## src/rtl/mem_ctrl_pkg.sv

```systemverilog
// Shared definitions for the byte-serial memory controller: width codes,
// FSM state encoding and the request-width to byte-count helper.
package mem_ctrl_pkg;

  localparam logic [1:0] MemByte = 2'b00;
  localparam logic [1:0] MemHalf = 2'b01;
  localparam logic [1:0] MemWord = 2'b10;

  typedef enum logic [1:0] {
    MemIdle = 2'b00,
    MemBusy = 2'b01,
    MemDone = 2'b10
  } mem_state_e;

  // Index of the last byte of a request; width code 11 is treated as a word.
  function automatic logic [1:0] last_index(input logic [1:0] width);
    logic [1:0] idx;
    case (width)
      MemByte: idx = 2'd0;
      MemHalf: idx = 2'd1;
      default: idx = 2'd3;
    endcase
    return idx;
  endfunction

endpackage

```

## src/rtl/mem_ctrl.sv

```systemverilog
// Byte-serial memory controller: serves one fetch or load/store at a time,
// splitting it into consecutive 8-bit RAM accesses and assembling the result.
module mem_ctrl
  import mem_ctrl_pkg::*;
#(
  parameter int unsigned RAM_LAT = 1
) (
  input  logic        clk,
  input  logic        rst,
  input  logic        if_req,
  input  logic [31:0] if_addr,
  output logic [31:0] if_data,
  output logic        if_done,
  input  logic        mem_req,
  input  logic        mem_we,
  input  logic [31:0] mem_addr,
  input  logic [1:0]  mem_width,
  input  logic [31:0] mem_wdata,
  output logic [31:0] mem_rdata,
  output logic        mem_done,
  output logic        mem_busy,
  output logic [31:0] ram_addr,
  output logic [7:0]  ram_dout,
  output logic        ram_wr,
  input  logic [7:0]  ram_din
);

  if (RAM_LAT != 1) begin : g_lat_check
    $fatal(1, "mem_ctrl: only RAM_LAT = 1 is supported");
  end

  mem_state_e  state_q, state_d;
  logic [1:0]  k_q;
  logic [1:0]  last_q;
  logic        fetch_q;
  logic [23:0] wdata_q;
  logic [23:0] result_q;

  logic        accept;
  logic [31:0] sel_addr;
  logic [1:0]  sel_width;
  logic        sel_we;
  logic        last_byte;
  logic [31:0] full;
  logic [4:0]  res_shift;
  logic [31:0] assembled;

  // Data port wins when both requesters ask in the same IDLE cycle.
  always_comb begin
    accept    = (state_q == MemIdle) && (mem_req || if_req);
    sel_addr  = mem_req ? mem_addr : if_addr;
    sel_width = mem_req ? mem_width : MemWord;
    sel_we    = mem_req && mem_we;
    last_byte = (k_q == last_q);
  end

  // Bytes enter at the top; short requests are right-aligned at completion.
  always_comb begin
    full      = {ram_din, result_q};
    res_shift = {2'd3 - last_q, 3'b000};
    assembled = full >> res_shift;
  end

  always_comb begin
    state_d = state_q;
    unique case (state_q)
      MemIdle: if (mem_req || if_req) state_d = MemBusy;
      MemBusy: if (last_byte) state_d = MemDone;
      MemDone: state_d = MemIdle;
      default: state_d = MemIdle;
    endcase
  end

  always_ff @(posedge clk or posedge rst) begin
    if (rst) begin
      state_q <= MemIdle;
    end else begin
      state_q <= state_d;
    end
  end

  always_ff @(posedge clk or posedge rst) begin
    if (rst) begin
      k_q       <= 2'd0;
      last_q    <= 2'd0;
      fetch_q   <= 1'b0;
      wdata_q   <= 24'h0;
      result_q  <= 24'h0;
      ram_addr  <= 32'h0;
      ram_dout  <= 8'h0;
      ram_wr    <= 1'b0;
      if_data   <= 32'h0;
      if_done   <= 1'b0;
      mem_rdata <= 32'h0;
      mem_done  <= 1'b0;
    end else begin
      if_done  <= 1'b0;
      mem_done <= 1'b0;
      unique case (state_q)
        MemIdle: begin
          if (accept) begin
            k_q      <= 2'd0;
            last_q   <= last_index(sel_width);
            fetch_q  <= !mem_req;
            wdata_q  <= mem_wdata[31:8];
            result_q <= 24'h0;
            ram_addr <= sel_addr;
            ram_dout <= mem_wdata[7:0];
            ram_wr   <= sel_we;
          end
        end
        MemBusy: begin
          result_q <= full[31:8];
          if (last_byte) begin
            ram_wr <= 1'b0;
            if (fetch_q) begin
              if_data <= assembled;
              if_done <= 1'b1;
            end else begin
              // Stores complete without disturbing the last load result.
              if (!ram_wr) mem_rdata <= assembled;
              mem_done <= 1'b1;
            end
          end else begin
            k_q      <= k_q + 2'd1;
            ram_addr <= ram_addr + 32'd1;
            ram_dout <= wdata_q[7:0];
            wdata_q  <= {8'h00, wdata_q[23:8]};
          end
        end
        default: ;
      endcase
    end
  end

  assign mem_busy = (state_q != MemIdle);

endmodule

```

## config.mk

```make
export PLATFORM = sky130hd
export DESIGN_NAME = mem_ctrl
export DESIGN_NICKNAME = d
export VERILOG_FILES = /design/src/rtl/mem_ctrl_pkg.sv /design/src/rtl/mem_ctrl.sv
export SDC_FILE = /design/constraint.sdc
export NUM_CORES = 1
export LEC_CHECK = 0
export BUFFER_PORTS_ARGS = -buffer_cell sky130_fd_sc_hd__buf_2
export CORE_MARGIN = 2
export CORE_UTILIZATION = 53
export DETAILED_ROUTE_END_ITERATION = 10
export PLACE_DENSITY = 0.81
export REMOVE_ABC_BUFFERS = 1
export SLEW_MARGIN = 20
export SYNTH_ARGS = -nofsm -noshare
export SYNTH_HDL_FRONTEND = slang
export SYNTH_SLANG_ARGS = --single-unit
```

## constraint.sdc

```tcl
create_clock -name clk -period 5.8 [get_ports clk]
set_input_delay 0.58 -clock clk [delete_from_list [all_inputs] [get_ports clk]]
set_output_delay 0.58 -clock clk [all_outputs]
set_load 0.1 [all_outputs]
```

Word-level counts from Yosys, hierarchy flattened
Index checks and enable logic that the tools add are counted.

Bits of input ports: 111. Word-level logic and storage cells: 70. Flip-flop bits (word level): 162. Output and inout port bits: 108.

Bitwise operators: 2. Equal/unequal tests: 7. Shift operators: 1. Add/subtract/negate cells: 3. Reductions and logical operators: 15. Multiplexer cells: 29.

Operator list (count): $mux W32 (3); $pmux W24 S2 (2); $mux W24 (3); $pmux W32 S2 (1); $add A32 B1 Y32 const B (1); $shr A32 B5 Y32 (1); $mux W8 (2); $pmux W8 S2 (1); $pmux W2 S2 (3); $mux W2 (5); $reduce_and A3 Y1 (3); $mux W1 (8); $ne A2 B2 Y1 const B (3); $reduce_and A2 Y1 (3); $eq A2 B1 Y1 const B (2); $logic_not A2 Y1 (2); $reduce_and A4 Y1 (1); $reduce_bool A2 Y1 (2); $add A2 B1 Y2 const B (1); $eq A2 B2 Y1 (1); $logic_and A1 B1 Y1 (2); $ne A2 B1 Y1 const B (1); $not A1 Y1 (2); $pmux W1 S2 (1); other kinds (3) (3).

Longest topological paths before layout
Gate-level depths: netlist of the first run.

Word-level depth: 4. Depth in mapped cells: 9. Depth with buffers taken out: 6.

Worst setup path after synthesis of the first run
OpenSTA, ideal clock, no wires.

Path type: reg2reg. Start point: register ram_addr[0]. End point: register ram_addr[29]. Buffers on the path: 0. Library setup time: 0.126 ns. Stages on the path, launching flop included: 6. Data arrival time: 2.562 ns. Path slack: 3.112 ns. Cell sequence: dfrtp_1 -> nand4_1 -> nor4_4 -> a31oi_1 -> or2_0 -> o32a_1.

Cells in the longest elaborated chain, start to end: 3.

RTL lines: from (decl) (RTL line mem_ctrl.sv:22) `output logic [31:0] ram_addr,`; from (signal assigned) (RTL line mem_ctrl.sv:107) `ram_addr <= sel_addr;`; from (signal assigned) (RTL line mem_ctrl.sv:126) `ram_addr <= ram_addr + 32'd1;`; $add A32 B1 Y32 (RTL line mem_ctrl.sv:126); $mux W32 (RTL line mem_ctrl.sv:114) `if (last_byte) begin`; $pmux W32 S2 (RTL line mem_ctrl.sv:99) `unique case (state_q)`.

Every way passes these cells. The select of a mux whose other input is x is not followed. A chain may end at the register's enable or synchronous reset.

Final worst setup path of the first run
Start point: register state_q[1]. End point: register if_data[6].

Cells in the longest elaborated chain, start to end: 2.

RTL lines: from (decl) (RTL line mem_ctrl.sv:32) `mem_state_e state_q, state_d;`; from (signal assigned) (RTL line mem_ctrl.sv:76) `state_q <= MemIdle;`; from (signal assigned) (RTL line mem_ctrl.sv:78) `state_q <= state_d;`; $eq A2 B1 Y1 (RTL line mem_ctrl.sv:99); $reduce_and A3 Y1 (no line); to (signal assigned) (RTL line mem_ctrl.sv:117) `if_data <= assembled;`; to (decl) (RTL line mem_ctrl.sv:12) `output logic [31:0] if_data,`.

Every way passes these cells.

==> results of run 1 <==
synth_stat cells (3+ instances only):
master,count,area (um2)
a211oi_1,11,82.6
a21oi_1,46,230
a22oi_1,7,52.6
a2bb2oi_1,3,26.3
a31oi_1,34,213
a41oi_1,3,26.3
and3_1,3,18.8
buf_1,10,37.5
buf_2,13,65.1
buf_6,3,33.8
clkbuf_1,35,131
dfrtp_1,162,4050
inv_1,11,41.3
mux2_2,34,383
mux2_4,8,120
mux2i_1,22,220
nand2_1,192,721
nand3_1,26,130
nand4_1,9,56.3
nor2_1,62,233
nor2b_1,10,62.6
nor3_1,8,40.0
o21ai_0,74,370
o21ai_1,18,90.1
o22a_1,11,96.3
o22ai_1,5,31.3
flip-flops by register name, summed over array words and instances (netlist names):
register   cells
fetch_q        1
if_data       32
if_done        1
k_q            2
last_q         2
mem_done       1
mem_rdata     32
ram_addr      32
ram_dout       8
ram_wr         1
result_q      24
state_q        2
wdata_q       24
metrics by stage:
stage	cell area, um2	hold slack (ns)	util [%]	setup WS, ns	cells
after CTS	9670	0.330	66.6	2.66	1237
after global routing	9680	0.353	66.6	2.57	1237
after floorplan	7620	0.437	-	-1.30	796
final	9680	0.317	66.6	2.82	1238
after detailed placement	9010	0.465	62.0	2.50	1205
after global placement	9010	0.456	62.0	2.61	1205
routing by layer:
| metal | wire length, um | vias up | GRT usage, % |
|---|---|---|---|
| li1 | - | 3362 | - |
| met5 | 0 | - | 0 |
| met4 | 363 | 0 | 8.79 |
| met1 | 8390 | 3309 | 34.1 |
| met3 | 1420 | 26 | 4.76 |
| met2 | 9810 | 282 | 42.6 |
critical path, delay by kind of cell, from the launching register on:
family / cells / cell delay, ns
buf+inv: 1 / 0.10
simple gates: 3 / 1.77
flops: 1 / 0.42
mux: 1 / 0.52
area by class of cell:
cell class	count	area, um2
Fill cell	1225	4850
Sequential cell	162	4050
Multi-Input combinational cell	622	3540
Timing Repair Buffer	225	1140
Clock buffer	21	460
Tap cell	184	230
Clock inverter	11	200
Inverter	12	50.0
Antenna cell	1	2.50
final timing paths:
check / from / to / depth (start not counted)
hold / removal: rst / mem_rdata[5] / 2
setup reg to reg: state_q[1] / if_data[6] / 5
max in group asynchronous: rst / ram_addr[31] / 3
hold reg to reg: mem_rdata[18] / mem_rdata[18] / 2
setup / recovery: state_q[1] / if_data[6] / 5
min in group clk: mem_wdata[26] / wdata_q[18] / 3
logic make-up after synthesis:
| logic type | count (synthesis) | share of synthesized area (%) |
|---|---|---|
| compound gates | 226 | 17.0 |
| fa+ha+maj | 1 | 0.158 |
| xor+xnor | 2 | 0.222 |
| simple gates | 329 | 18.0 |
| mux | 64 | 9.16 |
| buf+inv | 75 | 4.15 |
| flops | 162 | 51.3 |
==> summary.md, run 1 <==
| Metric | Value |
|---|---|
| Unrepaired setup endpoints after global routing | `false` |
| Clock edge transition at the registers on the reported setup and hold paths | `0.06 ns` |
| Average cell area after synthesis | `9.20 um2` |
| Detailed placer's ending HPWL | `13000 um` |
| Fraction of synthesis flops using an asynchronous set or reset pin | `100%` |
| Number of flip-flops and latches in the synthesized netlist | `162` |
| Mapped Area | `7900 um2` |
| Total die area | `15900 um2` |
| Max-capacitance violation count | `0` |
| Most common library cell in the layout ignoring fill and taps | `buf_2` |
| Final Net Count | `1152` |
| Critical path capture point type | `register` |
| Final setup TNS | `0 ns` |
| Class of the worst hold path | `in -> async` |
| Clock tree from TritonCTS | `done` |
| Post-CTS setup buffer count | `0` |
| CTS Sinks | `162` |
| Global-route wire length before repair | `33300 um` |
| Core Footprint | `14500 um2` |
| Std-Cell Rows | `44` |
| Antenna Violating Nets Remaining | `0` |
| Initial antenna violation count | `1` |
| Clock Skew | `0.00768 ns` |
| Slew at the pin closest to its max-slew limit | `1.05 ns` |
| Post-detailed-route DRC marker count | `0` |
| Status | `finished, final reports clean` |
| Final Setup Violations | `0` |
| TritonCTS buffer count | `17` |
| Number of max-slew violations in the final report | `0` |
| Worst endpoint data arrival time | `3.28 ns` |
| Max frequency | `0.336 GHz` |
| Tot GR Track Use | `25.7%` |
| Largest fanout of any net on the critical path | `87` |
| Average detailed-routed wire length per instance | `16.1 um` |
| 1st-iter DRT viols | `457` |
| Crit-path cells | `nand2b_4 -> or3_4 -> inv_1 -> nand2_2 -> mux2_2` |
| Proportion of layout cells with a drive suffix above 1 | `29.6%` |
| Depth of the CTS H-tree | `4` |
| Root cell of the clock tree | `clkbuf_16` |
| Yosys warning total | `0` |
| Total wirelength of the detailed-routed design | `20000 um` |
| Most used cells in the layout excluding fill and tap cells | `buf_2 (218), nand2_1 (191), dfrtp_1 (162), o21ai_0 (73), nor2_1 (62)` |
| Hold-fix buffers at CTS | `0` |
| Worst reg2reg setup slack | `2.82 ns` |
| Die Width | `126 um` |
| Number of global-route vias before repair | `6791` |
| Slowest cell on the critical path | `or3_4` |
| Synthesized netlist cell count | `859` |
| Initial core utilization | `54.3%` |
| Average vias per placed instance | `5.64` |
| Clock latency on the worst-skew pair | `0.42 ns` |
| Critical Path RT | `6.10 ns` |
| Post-layout minimum cycle time | `2.98 ns` |
| Kind of critical path | `reg -> reg` |
| Number of top-level design ports | `219` |
| Number of gates resized after CTS | `0` |
| Number of enable-type register cells in the synthesized netlist | `0` |
| Layout overhead on the synthesized area | `22.6%` |
| Count of port buffers added during placement | `218` |
| Type of element launching the critical path | `register` |
| Clock Path Buffers | `2` |
| Max incr delay on CP | `0.61 ns` |
| Flip-flop cell with the highest count after synthesis | `dfrtp_1` |
| Fin crit share | `51.4%` |
| First-pass DRT Iterations | `5` |
| Overflow left after global routing | `0` |
| Sequential fraction of the synthesis area | `51.3%` |
| Distinct cell type count of the synthesized netlist | `57` |
| Vert. Die Dim | `126 um` |
| Pin count of the biggest net entering global routing | `103` |
| Max_slew headroom | `30.2%` |
| Fin. Hold Viols | `0` |
| Routability congestion estimate | `0.806` |
| Detailed-route via count | `6979` |
Power of run 1 is left out: the tool's default activity adds up to more than one toggle a clock period on the data nets, which glitch-free logic cannot reach.
==> run 2: changes to the inputs <==
==> constraint.sdc (replaced) <==
create_clock -name clk -period 2.9 [get_ports clk]
set_input_delay 0.29 -clock clk [delete_from_list [all_inputs] [get_ports clk]]
set_output_delay 0.29 -clock clk [all_outputs]
set_load 0.1 [all_outputs]
==> run 2 against run 1 <==
Routed wire length shrank 1.2%. Core utilization up 0.28 points. Non-clock buffer count increased by 14. Setup slack lost 2.3 ns. Sequential cell count did not move. Critical path depth rose by 1. Global-route usage decreased by 0.43 points.
==> summary.md, run 2 (synthesis gave the netlist of run 1 again) <==
| Metric | Value |
|---|---|
| Most common library cell in the layout ignoring fill and taps | `buf_2` |
| Total length of routed met2 wires | `9540 um (-2.8%)` |
| First-pass DRT Iterations | `5 (unchanged)` |
| Max_slew headroom | `39.7% (+9.5 points)` |
| Class of the worst hold path | `in -> reg` |
| Pin count of the biggest net entering global routing | `103 (unchanged)` |
| Antenna Violating Nets Remaining | `0 (unchanged)` |
| Total die area | `15900 um2 (unchanged)` |
| Unrepaired setup endpoints after global routing | `false` |
| Fin. Hold Viols | `0 (unchanged)` |
| TritonCTS buffer count | `17 (unchanged)` |
| Global-route wire length before repair | `32700 um (-1.8%)` |
| Top Metal Used | `met4` |
| Status | `finished, final reports clean` |
| Critical path capture point type | `register` |
| Clock Skew | `0.00734 ns (-0.000345 ns)` |
| CTS Sinks | `162 (unchanged)` |
| Proportion of layout cells with a drive suffix above 1 | `30.6% (+0.92 points)` |
| Std-Cell Rows | `44 (unchanged)` |
| Number of gates resized after CTS | `0 (unchanged)` |
| Die Width | `126 um (unchanged)` |
| Type of element launching the critical path | `register` |
| Number of top-level design ports | `219 (unchanged)` |
| Total wirelength of the detailed-routed design | `19800 um (-1.2%)` |
| Final Net Count | `1166 (+1.2%)` |
| Met1 routed wirelength after detailed routing | `8650 um (+3.0%)` |
| Clock latency on the worst-skew pair | `0.42 ns (about the same)` |
| Clock edge transition at the registers on the reported setup and hold paths | `0.06 ns (about the same)` |
| Fin crit share | `83.1% (+32 points)` |
| Max frequency | `0.415 GHz (+24%)` |
| Clock tree from TritonCTS | `done` |
| Depth of the CTS H-tree | `4 (unchanged)` |
| Count of port buffers added during placement | `218 (unchanged)` |
| Detailed placer's ending HPWL | `13300 um (+2.2%)` |
| Post-layout minimum cycle time | `2.41 ns (-0.570 ns)` |
| Vert. Die Dim | `126 um (unchanged)` |
| Layout overhead on the synthesized area | `23.1%` |
| Fin cells | `1251 (+1.1%)` |
| Detailed-route via count | `7000 (+0.30%)` |
| Max incr delay on CP | `0.81 ns (+0.20 ns)` |
| Worst endpoint data arrival time | `2.71 ns (-0.57 ns)` |
| Number of antenna diodes | `0 (-1)` |
| Average detailed-routed wire length per instance | `15.8 um (-2.2%)` |
| Largest fanout of any net on the critical path | `42 (-52%)` |
| Top flop regs | `if_data x32, mem_rdata x32, ram_addr x32` |
| Average vias per placed instance | `5.60 (-0.74%)` |
| Initial core utilization | `54.3% (unchanged)` |
| Crit-path cells | `xor2_1 -> or3_4 -> or3_2 -> buf_4 -> nand2_1 -> o21ai_1` |
| Slew at the pin closest to its max-slew limit | `0.904 ns (-0.143 ns)` |
| Number of max-slew violations in the final report | `0 (unchanged)` |
| Number of placed cells counting well taps | `1218 (+1.1%)` |
| Worst hold-check slack | `0.0636 ns (-0.253 ns)` |
| Slowest cell on the critical path | `or3_2` |
| Clock Path Buffers | `2 (unchanged)` |
| Max-capacitance violation count | `0 (unchanged)` |
| Tot GR Track Use | `25.3% (-0.43 points)` |
| Final Setup Violations | `0 (unchanged)` |
| Placed instance area | `9150 um2 (+1.5%)` |
| Overflow left after global routing | `0 (unchanged)` |
| Most used cells in the layout excluding fill and tap cells | `buf_2 (218), nand2_1 (191), dfrtp_1 (162), o21ai_0 (73), nor2_1 (62)` |
| Kind of critical path | `reg -> reg` |
| Final std cell area, no fill | `9720 um2 (+0.41%)` |
| Post-detailed-route DRC marker count | `0 (unchanged)` |
| Initial antenna violation count | `1 (unchanged)` |
| Critical Path RT | `3.20 ns (-2.90 ns)` |
| Root cell of the clock tree | `clkbuf_16` |
| Number of global-route vias before repair | `6704 (-1.3%)` |
| 1st-iter DRT viols | `479 (+4.8%)` |
| Routability congestion estimate | `0.818 (+1.5%)` |
| Total length of routed met3 wires | `1390 um (-1.7%)` |
| Core Footprint | `14500 um2 (unchanged)` |
-- run 2: changes by cell type in the layout (fill, tap and decap cells not counted), sizes merged --
cell         delta
buf            +13
bufinv          -4
clkbuf          -3
clkinv          +3
clkinvlp        +3
diode           -1
dlygate4sd3     +1
inv             +1
-- run 2: worst paths after layout --
check	startpoint	end	slack, ns	depth (start not counted)
worst min register to register	if_data[15]	if_data[15]	0.47	2
worst max register to register	last_q[1]	mem_rdata[28]	0.49	6
max in group asynchronous	rst	mem_rdata[15]	1.65	4
min in group asynchronous	rst	if_data[5]	0.50	3
worst min-delay path	mem_wdata[31]	wdata_q[23]	0.06	3
worst max-delay path	last_q[1]	mem_rdata[28]	0.49	6
-- run 2: through the flow --
stage	setup WS, ns	util (%)	TNS [ns]
6_report	0.489	66.9	0
3_5_place_dp	0.472	62.9	0
2_1_floorplan	-4.20	-	-590.05
3_3_place_gp	0.560	62.9	0
4_1_cts	0.478	66.9	0
5_1_grt	0.363	66.9	0
-- run 2: critical path, delay by kind of cell, from the launching register on --
| family | cells | cell delay, ns |
|---|---|---|
| buffers and inverters | 1 | 0.32 |
| and+or+nand+nor | 3 | 1.29 |
| AOI/OAI and AO/OA | 1 | 0.07 |
| xor gates and xnor gates | 1 | 0.21 |
| DFF | 1 | 0.40 |
-- run 2: layout make-up --
class	instances	area [um2]
inverters	12	50.0
multi-input cells	622	3540
flip-flops and latches	162	4050
repair buffers	239	1290
clock buffers	18	429
fillers	1229	4810
well taps	184	230
clock inverters	14	133
-- run 2: what timing repair did --
action / CTS / global route
hold buffers: 1 / 0
hold endpoints to repair: 60 / 0
setup buffers: 0 / 0
-- run 2: metal layers --
| layer | vias to the layer above | track usage (%) |
|---|---|---|
| li1 | 3407 | - |
| met1 | 3320 | 34.0 |
| met2 | 263 | 41.7 |
| met3 | 10 | 5.65 |
| met4 | 0 | 6.59 |
| met5 | - | 0 |
Power of run 2 is left out for the same reason.
